`config.mk`:
```
export PLATFORM = sky130hd
export DESIGN_NAME = mem_responder
export DESIGN_NICKNAME = d
export VERILOG_FILES = /design/src/rtl/mem_responder.sv
export SDC_FILE = /design/constraint.sdc
export NUM_CORES = 2
export LEC_CHECK = 0
export CORE_MARGIN = 4
export CORE_UTILIZATION = 25
export DETAILED_ROUTE_END_ITERATION = 6
export PLACE_DENSITY = 0.5
export REMOVE_ABC_BUFFERS = 1
export SYNTH_ARGS = -nofsm -noshare
export SYNTH_HDL_FRONTEND = slang
export SYNTH_SLANG_ARGS = --single-unit
```
`constraint.sdc`:
```
create_clock -name clk -period 5.9 [get_ports clk]
set_input_delay 0.59 -clock clk [delete_from_list [all_inputs] [get_ports clk]]
set_output_delay 0.59 -clock clk [all_outputs]
set_load 0.02 [all_outputs]
```
`src/rtl/mem_responder.sv`:
```
// Fixed-latency word memory that answers one control-unit request at a time,
// inserting WAIT_CYCLES wait states before each access and flagging out-of-range addresses.
module mem_responder #(
    parameter int unsigned ADDR_W      = 8,
    parameter int unsigned DATA_W      = 16,
    parameter int unsigned DEPTH       = 128,
    parameter int unsigned WAIT_CYCLES = 2
) (
    input  logic              clk,
    input  logic              reset,
    input  logic              mem_en,
    input  logic              read_write,
    input  logic [ADDR_W-1:0] addr,
    input  logic [DATA_W-1:0] wdata,
    output logic [DATA_W-1:0] rdata,
    output logic              ready,
    output logic              busy,
    output logic              err
);

    localparam int unsigned CNT_W = (WAIT_CYCLES > 0) ? $clog2(WAIT_CYCLES + 1) : 1;
    localparam int unsigned IDX_W = (DEPTH > 1) ? $clog2(DEPTH) : 1;

    typedef enum logic [1:0] {
        IDLE = 2'd0,
        WAIT = 2'd1,
        DONE = 2'd2
    } state_t;

    state_t             state;
    logic [CNT_W-1:0]   cnt;
    logic [ADDR_W-1:0]  addr_q;
    logic [DATA_W-1:0]  wdata_q;
    logic               rw_q;
    logic               out_of_range_c;

    // Contents start at zero and survive reset.
    logic [DATA_W-1:0]  mem [DEPTH] = '{default: '0};

    assign out_of_range_c = (32'(addr_q) >= DEPTH);

    // Request FSM; reset outranks everything, so an access edge under reset never touches memory.
    always_ff @(posedge clk) begin
        if (reset) begin
            state <= IDLE;
            cnt   <= '0;
            rdata <= '0;
            ready <= 1'b0;
            busy  <= 1'b0;
            err   <= 1'b0;
        end else begin
            case (state)
                IDLE: begin
                    if (mem_en) begin
                        addr_q  <= addr;
                        wdata_q <= wdata;
                        rw_q    <= read_write;
                        cnt     <= CNT_W'(WAIT_CYCLES);
                        busy    <= 1'b1;
                        state   <= WAIT;
                    end
                end
                WAIT: begin
                    if (cnt != '0) begin
                        cnt <= cnt - CNT_W'(1);
                    end else begin
                        ready <= 1'b1;
                        err   <= out_of_range_c;
                        state <= DONE;
                        // Only an explicit 0 writes; an unknown direction falls to the read path.
                        if (rw_q == 1'b0) begin
                            if (!out_of_range_c) begin
                                mem[IDX_W'(addr_q)] <= wdata_q;
                            end
                        end else begin
                            rdata <= out_of_range_c ? '0 : mem[IDX_W'(addr_q)];
                        end
                    end
                end
                DONE: begin
                    ready <= 1'b0;
                    err   <= 1'b0;
                    busy  <= 1'b0;
                    state <= IDLE;
                end
                default: begin
                    state <= IDLE;
                    busy  <= 1'b0;
                    ready <= 1'b0;
                    err   <= 1'b0;
                end
            endcase
        end
    end

endmodule
```
==> flow_summary.toml <==
[setup_path]
path_depth = 7
r2r_cells = 7
worst_path_largest_cell_delay_ps = 960
endpoint_kind = "register"
worst_path_max_delay_cell = "dfxtp_4"
cp-start-kind = "register"
reg2reg_to = "rdata[5]"
cp.arrival_ps = 4700
worstPathCellList = "buf_4 > buf_12 > mux4_2 > a22oi_1 > a21oi_1 > o21ai_0 > a41oi_1"
crit_buf_inv = 2
rrSetupSlack_ps = 1880
path_class = "register to register"
worstPathMaxFanout = 38
crit_family = "compound AO/OA/AOI/OAI gates"
crit_end = "rdata[5]"
cp.required_ps = 6580

[run_status]
status = "complete, but fails checks"
violations = "design-rule violations"

[final_layout]
drive_gt1_share_pct = 24.4
final_area_mm2 = 0.0944
post-route-util_pct = 29.4
fillers = 31240
area_growth_pct = 16.7
nets = 4074

[pwr]
power_switching_share_pct = 22.7
power_density_mw_per_mm2 = 338
total_leakage_power_nw = 28.9
intPower_mw = 24.6
p_comb_share_pct = 6.4
power.share.sequential_pct = 51.8
irDropWorstVdd_mv = 0.307
switchingPower_mw = 7.21
clkPwrFrac_pct = 41.9
total_power_mw = 31.9

[timing]
rsz0062_at_grt = "no"
timing.hold.ws_ps = 267
timing.final.ws_setup_ps = 1880
finalCritPeriodShare_pct = 68.1
slew_violations = 0
worst_slew_pin_slew_ps = 1240
final-hold-violation-count = 0
max_slew_margin_pct = 17.1
setup_viol = 0
finClkSkew_ps = 74.6
fmax_mhz = 249
period_minus_slack_ps = 4020

[logic_synthesis]
syn-cell-area_mm2 = 0.0808
synthCells = 3763
seq_area_frac_synth_pct = 77.8
synth_edf_count = 2073
synth_cell_type_count = 60
yosysWarnings = 0
ys_ff_latch = 2103
synth_ff_type = "edfxtp_1"
syn_avg_cell_area_um2 = 21.5
async_reset_ff_share_pct = 0

[routing]
drc_errors = 13
vias_per_cell = 4.59
num_vias = 39221
drt_iter0_markers = 4100
wire_per_inst_um = 25.6
dr.pass1.iters = 7
ant_nets = 0
routed_wl_um = 219000

[placement]
dp_hpwl_um = 131000
place_ws_ps = 1590
gp_congestion = 0.804
place_area_mm2 = 0.0874
io_buffers = 46

[global_routing]
grt_max_degree = 129
grt_pass1_wl_um = 310000
antenna_found_initial = 11
grt_pass1_vias = 39860
gr-total-overflow = 0
grt_usage_pct = 12.9

[clock_tree]
numCtsBuffers = 215
cts_sinks = 2103
cts-root-buf = "clkbuf_16"
path_clk_slew_ps = 60
cts_setup_buffers = 0
postCtsHoldBufs = 0
cts_resized = 0
clk_latency_ps = 880
h-tree-depth = 4
cts_tree = "built"
ctsLongestPathBuffers = 3

[die]
fp.coreArea_mm2 = 0.321
rows = 208
die_area_mm2 = 0.332
initial_utilization_pct = 25.1
fp.dieW_um = 577
boundaryPins = 47
die_h_um = 577

[min_path]
hold_class = "primary input to register"

[flow_run]
cap_violations = 0
==> synthesized netlist by cell type, types with 10 or more instances <==
cell type | number | area share, %
a22oi_1 | 46 | 0.43
nor2_1 | 189 | 0.88
o211ai_1 | 18 | 0.17
mux4_2 | 437 | 12
mux2_2 | 39 | 0.54
buf_4 | 25 | 0.23
mux2i_1 | 209 | 2.6
clkbuf_1 | 79 | 0.37
nand3_1 | 11 | 0.068
o22ai_1 | 28 | 0.22
nor3_1 | 14 | 0.087
dfxtp_1 | 30 | 0.74
buf_1 | 15 | 0.070
a41oi_1 | 10 | 0.11
nor2b_1 | 11 | 0.085
o21ai_0 | 76 | 0.47
buf_2 | 49 | 0.30
a2111oi_0 | 11 | 0.12
a221oi_1 | 38 | 0.41
o221ai_1 | 69 | 0.75
nand2_1 | 88 | 0.41
nand4_1 | 12 | 0.093
buf_6 | 36 | 0.50
a21oi_1 | 73 | 0.45
edfxtp_1 | 2073 | 77
==> kinds of logic after synthesis <==
logic type / count (synthesis) / share of synthesized area, %
AOI/OAI and AO/OA: 399 / 3.42
buffers and inverters: 218 / 1.62
and+or+nand+nor: 357 / 1.89
DFF: 2103 / 77.8
adders and majority gates: 1 / 0.0155
muxes: 685 / 15.3
==> power by group through the flow <==
stage / clock, mW / combinational [mW] / sequential (mW)
after global placement: 0 / 2.06 / 16.8
final: 13.3 / 2.03 / 16.5
after global routing: 14.3 / 2.16 / 16.5
after detailed placement: 0 / 2.07 / 16.8
after CTS: 13.6 / 2.08 / 16.5
after floorplan: 0 / 1.87 / 17.1
==> how the worst min path moves through the flow <==
stage	depth (start not counted)	end	startpoint	slack, ps
floorplan	2	cnt[0]	cnt[0]	470
global placement	1	busy	busy	490
detailed placement	1	busy	busy	480
CTS	1	wdata_q[14]	wdata[14]	180
global route	1	wdata_q[5]	wdata[5]	220
finish	1	wdata_q[14]	wdata[14]	270
==> state kept, by name (all words and copies together), names as in the netlist, 2 cells and up, named ones only <==
register and flops:
mem 2048, cnt 2, state 2, rdata 16, wdata_q 16, addr_q 8
==> layout by cell type (no fill, tap or decap), types with 46 or more instances in the layout <==
cell type / n
clkbuf_16: 216
mux4_2: 437
clkdlybuf4s50_1: 46
clkinv_1: 65
mux2i_1: 209
clkinv_2: 46
buf_4: 214
nand2_1: 87
o221ai_1: 69
o21ai_0: 76
nor2_1: 181
edfxtp_1: 2073
a22oi_1: 46
a21oi_1: 73
==> routing by layer <==
layer	vias up	global-route usage, %	wire length [um]
met5	-	0	14
met2	1210	21.1	106000
met3	240	2.18	12500
met4	4	3.12	4760
met1	21309	17.8	95300
li1	16458	-	-
==> metrics by stage <==
step	TNS [ps]	cells
2_1_floorplan	-308690	3553
3_3_place_gp	0	8133
3_5_place_dp	0	8133
4_1_cts	0	8542
5_1_grt	0	8543
6_report	0	8545
==> final cells by class <==
type / count / area [um^2] / area share, %
flip-flops and latches: 2103 / 62900 / 66.6
multi-input cells: 1442 / 16800 / 17.8
clock buffers: 258 / 5570 / 5.91
well taps: 4305 / 5390 / 5.71
repair buffers: 275 / 2370 / 2.51
clock inverters: 151 / 1370 / 1.45
inverters: 8 / 35.0 / 0.0371
diodes: 3 / 7.51 / 0.00796
No activity file was read; power rests on OpenSTA's default activity.
